--- config.mk ---
export PLATFORM = sky130hd
export DESIGN_NAME = video_blend_sched
export DESIGN_NICKNAME = d
export VERILOG_FILES = /design/src/rtl/video_blend_sched.sv
export SDC_FILE = /design/constraint.sdc
export NUM_CORES = 1
export LEC_CHECK = 0
export ABC_AREA = 1
export CAP_MARGIN = 5
export CORE_MARGIN = 2
export CORE_UTILIZATION = 55
export DETAILED_ROUTE_END_ITERATION = 8
export GPL_TIMING_DRIVEN = 0
export PLACE_DENSITY = 0.78
export SLEW_MARGIN = 15
export SYNTH_ARGS = -nofsm -noshare
export SYNTH_HDL_FRONTEND = slang
export SYNTH_SLANG_ARGS = --single-unit
--- constraint.sdc ---
create_clock -name clk -period 2.3 [get_ports clk]
set_input_delay 0.575 -clock clk [delete_from_list [all_inputs] [get_ports clk]]
set_output_delay 0.575 -clock clk [all_outputs]
set_load 0.1 [all_outputs]
--- src/rtl/video_blend_sched.sv ---
// Frame-synchronous scheduler for the playfield blend alpha/enable controls.
// Optional irq_o/irq_ack_i handshake is built when VIDEO_BLEND_SCHED_IRQ_EN is defined.
module video_blend_sched #(
    parameter logic VSYNC_POL = 1'b1,
    parameter int   ALPHA_W   = 4,
    parameter int   RATE_W    = 4
) (
    input  logic               clk,
    input  logic               reset_n_i,
    input  logic               vsync_i,
    input  logic               cfg_wr_i,
    input  logic               cfg_blend_en_i,
    input  logic [ALPHA_W-1:0] cfg_target_i,
    input  logic [RATE_W-1:0]  cfg_rate_i,
`ifdef VIDEO_BLEND_SCHED_IRQ_EN
    input  logic               irq_ack_i,
    output logic               irq_o,
`endif
    output logic               cfg_pending_o,
    output logic               blend_en_o,
    output logic [ALPHA_W-1:0] alpha_o,
    output logic               fade_busy_o,
    output logic               fade_done_o
);

    typedef enum logic {IDLE, FADING} state_t;

    // One step toward the target; clamps at the range ends instead of wrapping.
    function automatic logic [ALPHA_W-1:0] step_toward(input logic [ALPHA_W-1:0] cur,
                                                       input logic [ALPHA_W-1:0] tgt);
        logic [ALPHA_W-1:0] res;
        res = cur;
        if (cur < tgt && cur != {ALPHA_W{1'b1}})
            res = cur + ALPHA_W'(1);
        else if (cur > tgt && cur != {ALPHA_W{1'b0}})
            res = cur - ALPHA_W'(1);
        return res;
    endfunction

    state_t             state_q;
    logic               vsync_q;
    logic               pend_q;
    logic               pend_en_q;
    logic [ALPHA_W-1:0] pend_target_q;
    logic [RATE_W-1:0]  pend_rate_q;
    logic               blend_en_q;
    logic [ALPHA_W-1:0] target_q;
    logic [RATE_W-1:0]  rate_q;
    logic [ALPHA_W-1:0] alpha_q;
    logic [RATE_W-1:0]  frame_cnt_q;
    logic               done_q;

    logic               vs_act;
    logic               vs_edge;
    logic [ALPHA_W-1:0] alpha_d;

    assign vs_act  = (vsync_i == VSYNC_POL);
    assign vs_edge = vs_act & ~vsync_q;
    assign alpha_d = step_toward(alpha_q, target_q);

    always_ff @(posedge clk or negedge reset_n_i) begin
        if (!reset_n_i) begin
            state_q       <= IDLE;
            vsync_q       <= 1'b0;
            pend_q        <= 1'b0;
            pend_en_q     <= 1'b0;
            pend_target_q <= '0;
            pend_rate_q   <= '0;
            blend_en_q    <= 1'b0;
            target_q      <= '0;
            rate_q        <= '0;
            alpha_q       <= '0;
            frame_cnt_q   <= '0;
            done_q        <= 1'b0;
        end else begin
            vsync_q <= vs_act;
            done_q  <= 1'b0;

            // A write on an apply edge becomes the next pending set; the old set is applied below.
            if (cfg_wr_i) begin
                pend_q        <= 1'b1;
                pend_en_q     <= cfg_blend_en_i;
                pend_target_q <= cfg_target_i;
                pend_rate_q   <= cfg_rate_i;
            end else if (vs_edge && pend_q) begin
                pend_q <= 1'b0;
            end

            if (vs_edge && pend_q) begin
                blend_en_q <= pend_en_q;
                target_q   <= pend_target_q;
                rate_q     <= pend_rate_q;
                if (pend_rate_q == '0 || alpha_q == pend_target_q) begin
                    alpha_q <= pend_target_q;
                    done_q  <= 1'b1;
                    state_q <= IDLE;
                end else begin
                    frame_cnt_q <= pend_rate_q;
                    state_q     <= FADING;
                end
            end else if (vs_edge && state_q == FADING) begin
                if (frame_cnt_q > RATE_W'(1)) begin
                    frame_cnt_q <= frame_cnt_q - RATE_W'(1);
                end else begin
                    alpha_q     <= alpha_d;
                    frame_cnt_q <= rate_q;
                    if (alpha_d == target_q) begin
                        done_q  <= 1'b1;
                        state_q <= IDLE;
                    end
                end
            end
        end
    end

`ifdef VIDEO_BLEND_SCHED_IRQ_EN
    logic irq_q;

    always_ff @(posedge clk or negedge reset_n_i) begin
        if (!reset_n_i)
            irq_q <= 1'b0;
        else if (done_q)
            irq_q <= 1'b1;
        else if (irq_ack_i)
            irq_q <= 1'b0;
    end

    assign irq_o = irq_q;
`endif

    assign cfg_pending_o = pend_q;
    assign blend_en_o    = blend_en_q;
    assign alpha_o       = alpha_q;
    assign fade_busy_o   = (state_q == FADING);
    assign fade_done_o   = done_q;

endmodule

Word-level counts from Yosys, hierarchy flattened
Index checks and enable logic that the tools add are counted.

word-level totals
  register bits after elaboration = 30
  input bits = 13
  output and inout bits = 8
  logic and storage cells = 61

operators by class
  add/sub/neg operators = 3
  magnitude comparators = 3
  eq/ne operators = 6
  muxes and demuxes = 22
  bitwise gates (word level) = 2
  reduce and logical (&&, ||, !) cells = 13

operators with widths
  operator                                                               number
  4-bit two-way mux                                                      10
  1-bit two-way mux                                                      12
  4-bit == test                                                          2
  4-bit by 1-bit subtractor with 4-bit output (second input constant)    2
  3-bit AND reduction                                                    2
  2-bit nonzero test                                                     3
  4-bit by 1-bit adder with 4-bit output (second input constant)         1
  4-bit by 1-bit > comparator with 1-bit output (second input constant)  1
  4-bit > comparator                                                     1
  1-bit logical AND                                                      4
  4-bit zero test                                                        1
  4-bit less-than comparator                                             1
  2-bit != test (second input constant)                                  2
  4-bit != test (second input constant)                                  1
  4-bit nonzero test                                                     1
  2-bit by 1-bit != test with 1-bit output (second input constant)       1
  2-bit AND reduction                                                    1
  1-bit bitwise AND                                                      1
  1-bit logical OR                                                       1
  1-bit inverter                                                         1

Depth between registers and ports, before layout
  word-level depth = 9
  gate-level depth with buffers = 18

Worst setup path before layout
OpenSTA, ideal clock, no wires.

  path type = register -> register
  start = register alpha_q[0], in the netlist alpha_o[0]
  end = register state_q, in the netlist fade_busy_o
  library setup time = 119 ps
  arrival time = 2324 ps
  data required time = 2181 ps
  slack = -143 ps
  cell stages (with the launch flop) = 19
  path buffers = 0
  path through = dfrtp_1 > inv_2 > ha_1 > inv_1 > nand2_1 > nand2_2 > nand2_4 > nand2_4 > nand3_2 > nand2_1 > nand2_2 > nand2_1 > nand2_1 > nand2_1 > nand2_1 > nor2_2 > nand2_1 > nand2_1 > nand2_1

on the way
  cells in the longest elaborated chain, start to end = 7
  elaborated cells on any way between the ends = 17
  those cells by class = 2 x add/sub; 2 x order compare; 3 x eq/ne; 4 x mux; 6 x reduce/logical

RTL lines
  element                                                   line  RTL
  from (decl)                                               49    logic [ALPHA_W-1:0] alpha_q;
  from (signal assigned)                                    94    alpha_q <= pend_target_q;
  from (signal assigned)                                    105   alpha_q <= alpha_d;
  4-bit > comparator or 4-bit nonzero test (tied branches)  35    else if (cur > tgt && cur != {ALPHA_W{1'b0}})
  1-bit logical AND                                         35
  4-bit two-way mux                                         35
  4-bit two-way mux                                         33    if (cur < tgt && cur != {ALPHA_W{1'b1}})
  4-bit == test                                             107   if (alpha_d == target_q) begin
  2-bit nonzero test (no line)                              -
  3-bit AND reduction (no line)                             -
  to (signal assigned)                                      63    state_q <= IDLE;
  to (signal assigned)                                      99    state_q <= FADING;
  to (signal assigned)                                      109   state_q <= IDLE;
  to (decl)                                                 40    state_t state_q;

Parallel ways exist; a longest one is shown, timed or not.
A chain may end at the register's enable or synchronous reset.

Worst setup path after layout
  start = register alpha_q[0], in the netlist alpha_o[0]
  end = output alpha_o[0]

RTL lines
  element    line  RTL
  to (decl)  21    output logic [ALPHA_W-1:0] alpha_o,

No word-level cell between the ends.

==> impl_metrics.env <==
export IMPL_run_status="finished clean"
export IMPL_seqPwrFrac_pct=26.2
export IMPL_drc=0
export IMPL_cts_root_buffer_cell="clkbuf_4"
export IMPL_min_delay_path_class="in -> async"
export IMPL_grtUsageTotal_pct=21.8
export IMPL_p_comb_share_pct=62.9
export IMPL_core_um2=3100
export IMPL_detail_route_wirelength_mm=3.46
export IMPL_clkTransAtPathRegs_ns=0.10
export IMPL_grt_max_degree=31
export IMPL_ys_ff_latch=30
export IMPL_wire_length_of_the_first_global_routing_pass_mm=5.87
export IMPL_syn_instance_count=225
export IMPL_cp_start_kind="register"
export IMPL_global_route_overflow_total=0
export IMPL_timing_slew_headroom_pct=36.6
export IMPL_synthesis_area_um2=1830
export IMPL_synth_cell_type_count=29
export IMPL_r2r_end="fade_busy_o$_DFFE_PN0P_"
export IMPL_chipHeight_um=61.6
export IMPL_die_area_um2=3800
export IMPL_die_width_um=61.6
export IMPL_insertion_delay_ns=0.34
export IMPL_cp_top_family="buffers and inverters"
export IMPL_pre_cts_slack_ns=0.0940
export IMPL_tightestPinTransition_ns=0.955
export IMPL_proportion_of_power_drawn_by_the_clock_network_pct=10.9
export IMPL_initialDrtViolationCount=66
export IMPL_sw_ratio_pct=52.5
export IMPL_routed_via_count=1488
export IMPL_critical_path_max_stage_delay_ns=0.87
export IMPL_cts_setup_buffers=0
export IMPL_worst_setup_path_end_kind="output pin"
export IMPL_detail_route_vias_per_cell=5.03
export IMPL_total_power_w=0.00298
export IMPL_crit_cells=1
export IMPL_yosys_warnings=0
export IMPL_boundaryPins=21
export IMPL_finalNetCount=273
export IMPL_critical_path_reg2reg_startpoint="target_q[3]$_DFFE_PN0P_"
export IMPL_post_synth_cell_area_avg_um2=8.12
export IMPL_layout_drive_gt1_share_pct=17.5
export IMPL_crit_type="reg -> out"
export IMPL_final_period_utilization_pct=97.7
export IMPL_place_hpwl_mm=2.66
export IMPL_start_util_pct=58.9
export IMPL_portBuffers=20
export IMPL_grt_setup_unrepaired="false"
export IMPL_clock_tree_buffer_depth=2
export IMPL_drt_wirelength_per_cell_um=11.7
export IMPL_clock_period_minus_worst_slack_ns=2.25
export IMPL_syn_to_final_growth_pct=16.5
export IMPL_gpl_final_weighted_congestion=0.813
export IMPL_timing_critical_path_cells="dlygate4sd2_1"
export IMPL_timing_setup_tns_ns=0
export IMPL_tritoncts_num_buffers=5
export IMPL_grt_antenna_before_repair=0
export IMPL_detail_route_first_pass_iterations=4
export IMPL_crit_fanout=7
export IMPL_antenna_violating_nets_post_route=0
export IMPL_report_final_slew_viol_count=0
export IMPL_setup_worst_path_start="alpha_o[0]$_DFFE_PN0P_"
export IMPL_maxCapViolCount=0
export IMPL_mappedNetlistNets=246
export IMPL_cts_htree_levels=2
export IMPL_cell_area_power_density_nw_per_um2=1400
export IMPL_endpoint_required_time_on_the_critical_path_ns=1.73
export IMPL_placementRows=20
export IMPL_placedInstanceArea_um2=2080
export IMPL_ir_worst_vdd_mv=0.931
export IMPL_static_leak_nw=1.08
export IMPL_net_switching_power_w=0.00156
export IMPL_critical_path_endpoint="alpha_o[0]"
export IMPL_ff2ff_path_depth=16
export IMPL_number_of_global_route_vias_before_repair=1324
export IMPL_final_hold_viol_count=0
export IMPL_clock_skew_ns=0.0104
export IMPL_finalWorstSetupSlack_ns=0.0531
export IMPL_cts_tree="yes"
export IMPL_setup_viol=0
export IMPL_yosysSeqAreaShare_pct=41.1
export IMPL_arrival_time_at_the_worst_endpoint_ns=1.67
export IMPL_fmaxAchievable_mhz=445
export IMPL_regToRegSetupSlack_ns=0.31
export IMPL_crit_path_top_delay_cell="dlygate4sd2_1"
export IMPL_insertedDiodeCount=0
export IMPL_internal_power_summed_over_all_cells_w=0.00141
export IMPL_clock_sinks=30
export IMPL_design_area_um2=2130
export IMPL_cp_num_buf_inv=1
-- power groups by stage --
| stage | logic (W) | registers (W) | clock network, W |
|---|---|---|---|
| after CTS | 0.00188 | 0.000778 | 0.000328 |
| after detailed placement | 0.00190 | 0.000791 | 0 |
| after global routing | 0.00206 | 0.000801 | 0.000351 |
| after global placement | 0.00187 | 0.000785 | 0 |
| after floorplan | 0.00123 | 0.00111 | 0 |
| final | 0.00187 | 0.000780 | 0.000325 |
-- synth_stat cells, drive strengths merged --
cell    number  area, um2
a21oi        2       21.3
a31oi        7       43.8
buf          2       18.8
clkbuf       3       11.3
clkinv       1       5.00
dfrtp       30        751
ha           8        100
inv         27        106
nand2       79        344
nand3       24        173
nand4        4       25.0
nor2        14       70.1
o211ai       3       22.5
o21ai       14       73.8
o221ai       1       8.76
xnor2        5       43.8
xor2         1       8.76
-- through the flow --
step,hold WS [ns],utilization [%],instances
after global placement,0.457,67.3,289
after global routing,0.295,68.6,296
final,0.253,68.6,296
after detailed placement,0.459,67.1,289
after floorplan,0.279,-,225
after CTS,0.271,68.5,296
-- kinds of logic after synthesis --
kind of cell	Yosys count	synth area share (%)
compound gates	27	9.31
flops	30	41.1
fa+ha+maj	8	5.48
xor+xnor	6	2.88
simple gates	121	33.5
buf+inv	33	7.74
-- repair_timing --
action,4_1_cts,5_1_grt
hold buffers,0,0
gates resized for setup,8,1
endpoints found under the hold margin,0,0
endpoints found under the setup margin,8,1
-- how the worst min path moves through the flow --
stage	start	to	slack, ns	depth (start not counted)
floorplan	reset_n_i	alpha_o[0]$_DFFE_PN0P_	0.28	0
global placement	rate_q[0]$_DFFE_PN0P_	rate_q[0]$_DFFE_PN0P_	0.46	2
detailed placement	rate_q[1]$_DFFE_PN0P_	rate_q[1]$_DFFE_PN0P_	0.46	2
CTS	reset_n_i	target_q[1]$_DFFE_PN0P_	0.27	1
global route	reset_n_i	pend_target_q[0]$_DFFE_PN0P_	0.29	1
finish	reset_n_i	target_q[2]$_DFFE_PN0P_	0.25	1
-- area by class of cell --
| class | count | area, um2 |
|---|---|---|
| Timing Repair Buffer | 20 | 186 |
| Buffer | 5 | 30.0 |
| Sequential cell | 30 | 756 |
| Fill cell | 288 | 975 |
| Multi-Input combinational cell | 162 | 935 |
| Clock buffer | 7 | 55.1 |
| Inverter | 28 | 111 |
| Tap cell | 44 | 55.1 |
-- layer usage --
metal | share of wire, % | up-vias | track usage, %
li1 | - | 783 | -
met1 | 50 | 669 | 31.5
met2 | 44 | 30 | 30.4
met3 | 4.5 | 6 | 6.30
met4 | 1.9 | 0 | 9.42
met5 | 0 | - | 0
-- registers in the layout (all words and copies together) (netlist names), 4 cells and up --
register / flops
alpha_o: 4
frame_cnt_q: 4
pend_rate_q: 4
pend_target_q: 4
rate_q: 4
target_q: 4
-- cell usage in the layout (no fill, tap or decap), types with 8 or more instances in the layout --
cell              n
nand3_1          15
nand3_2           8
dfrtp_1          26
nor2_1            9
inv_1            24
clkdlybuf4s50_1  11
ha_1              8
nand2_1          68
o21ai_0          12
(Power assumes the default switching activity.)
==> RTL edit: new RTL, same flow settings <==
Add a define of `VIDEO_BLEND_SCHED_IRQ_EN`.
--- a/src/rtl/video_blend_sched.sv
+++ b/src/rtl/video_blend_sched.sv
@@ -2,2 +2,4 @@
 // Optional irq_o/irq_ack_i handshake is built when VIDEO_BLEND_SCHED_IRQ_EN is defined.
+`define VIDEO_BLEND_SCHED_IRQ_EN
+
 module video_blend_sched #(
Interface: changed (added irq_ack_i and irq_o); port bits go from 21 to 23. The function was not compared with the original's and may differ.
==> RTL edit against the original RTL <==
Sequential share of layout area grew 0.19 points. Synthesized area grew 1.7%. Routed wire length grew 1.3%. Clock skew grew 6.7 ps. Non-clock buffer count grew 2. Sequential cell count grew 1. Final area grew 2.8%. Worst setup slack gained 16 ps. Count of clock-buffer cells in the layout is the same. Total power grew 1.2%. Critical path depth is the same.
==> RTL edit: results (changes against the original RTL) <==
Placed design
  • Final GP Congestion: 0.793 (was 0.813)
  • Quantity of I/O buffers inserted on ports: 22 (was 20)
  • HPWL after detailed placement: 2750 um (was 2660 um)

Final layout
  • Fraction of standard cell area that is sequential: 0.357 (was 0.355)
  • Multi-input combinational cell count: 165 (was 162)
  • Final net count: 282 (was 273)
  • Non-clock inverters: 30 (was 28)
  • Non-Clock Buffer Area Fraction: 0.107 (was 0.102)
  • Footprint of the multi-input gates: 937 um2 (was 935 um2)
  • Share of post-route cells with drive strength above 1: 0.169 (was 0.175)
  • Layout filler cell count: 286 (was 288)

Die
  • TAP cells: 46 (was 44)

GRT
  • Largest net degree at the start of global routing: 32 (was 31)
  • Total routing usage reported by global routing: 0.221 (was 0.218)
  • First-pass GRT wire length: 6740 um (was 5870 um)
  • Via count of the first global-routing pass: 1532 (was 1324)

Logic synthesis
  • Post-synthesis cell area: 0.00186 mm2 (was 0.00183 mm2)
  • Sequential area share after synthesis: 0.418 (was 0.411)
  • Number of distinct library cells after synthesis: 30 (was 29)
  • Proportion of register bits with asynchronous set or reset after synthesis: 1.00 (unchanged)
  • Net count of the mapped netlist: 253 (was 246)
  • Yosys reg bits: 31 (was 30)
  • Cells taking the most area after synthesis: sky130_fd_sc_hd__dfrtp_1 (42%), sky130_fd_sc_hd__nand2_1 (14%), sky130_fd_sc_hd__ha_1 (5.4%) (was sky130_fd_sc_hd__dfrtp_1 (41%), sky130_fd_sc_hd__nand2_1 (14%), sky130_fd_sc_hd__ha_1 (5.5%))

Worst hold path
  • HP Class: in2async (unchanged)

CTS
  • Maximum number of buffers from clock root to sink: 2 (unchanged)
  • Root Buffer Master: sky130_fd_sc_hd__clkbuf_4 (unchanged)
  • Setup Buffers After CTS: 0 (unchanged)
  • CTS buffer count: 5 (unchanged)
  • Resize count post-CTS: 9 (was 8)

Run status
  • Run status: finished, final reports clean (unchanged)

Pwr
  • Net load switching power: 1.58 mW (was 1.56 mW)
  • Fraction of power consumed by sequential logic: 0.266 (was 0.262)
  • Max VDD drop: 0.470 mV (was 0.931 mV)
  • Int Pwr: 1.43 mW (was 1.41 mW)
  • Static power due to leakage: 1.09 nW (was 1.08 nW)

Timing
  • Clk_skew: 17.1 ps (was 10.4 ps)
  • Final hold slack: 260 ps (was 253 ps)
  • Clock period minus worst slack: 2230 ps (was 2250 ps)
  • Headroom to the max-slew limit: 0.364 (was 0.366)

Routing
  • DRT iter0 DRCs: 51 (was 66)
  • Vias per inst: 5.07 (was 5.03)
  • Drt total wl: 3500 um (was 3460 um)

Critical path
  • CP max stage delay: 850 ps (was 870 ps)
  • Highest-delay cell along the critical path: sky130_fd_sc_hd__clkdlybuf4s15_1 (was sky130_fd_sc_hd__dlygate4sd2_1)
  • Worst-case register-to-register setup slack: 270 ps (was 310 ps)
  • Worst setup path startpoint: alpha_o[3] (was alpha_o[0])
  • Reg-to-reg critical path startpoint: alpha_o[0] (was target_q[3])
  • Worst setup endpoint: alpha_o[3] (was alpha_o[0])
-- RTL edit: layer usage --
| metal | wire length, um | GRT usage | part of all wire |
|---|---|---|---|
| met1 | 1640 | 0.276 | 0.47 |
| met2 | 1690 | 0.374 | 0.48 |
| met3 | 132 | 0.0616 | 0.038 |
| met4 | 48 | 0.0667 | 0.014 |
| met5 | 0 | 0 | 0 |
-- RTL edit: through the flow --
| stage | TNS, ps | std cells | instance area [um2] |
|---|---|---|---|
| after floorplan | 0 | 231 | 1860 |
| after global placement | -22.4 | 299 | 2140 |
| after detailed placement | 0 | 299 | 2140 |
| after CTS | 0 | 307 | 2180 |
| after global routing | 0 | 307 | 2190 |
| final | 0 | 307 | 2190 |
-- RTL edit: cells by family (layout without fill, tap and decap cells) --
logic type	Yosys count	in the layout	share of synthesized area
compound gates	30	30	0.0963
xor+xnor	7	7	0.0330
fa+ha+maj	8	8	0.0539
buf+inv	35	65	0.0781
flops	31	31	0.418
simple gates	120	120	0.321
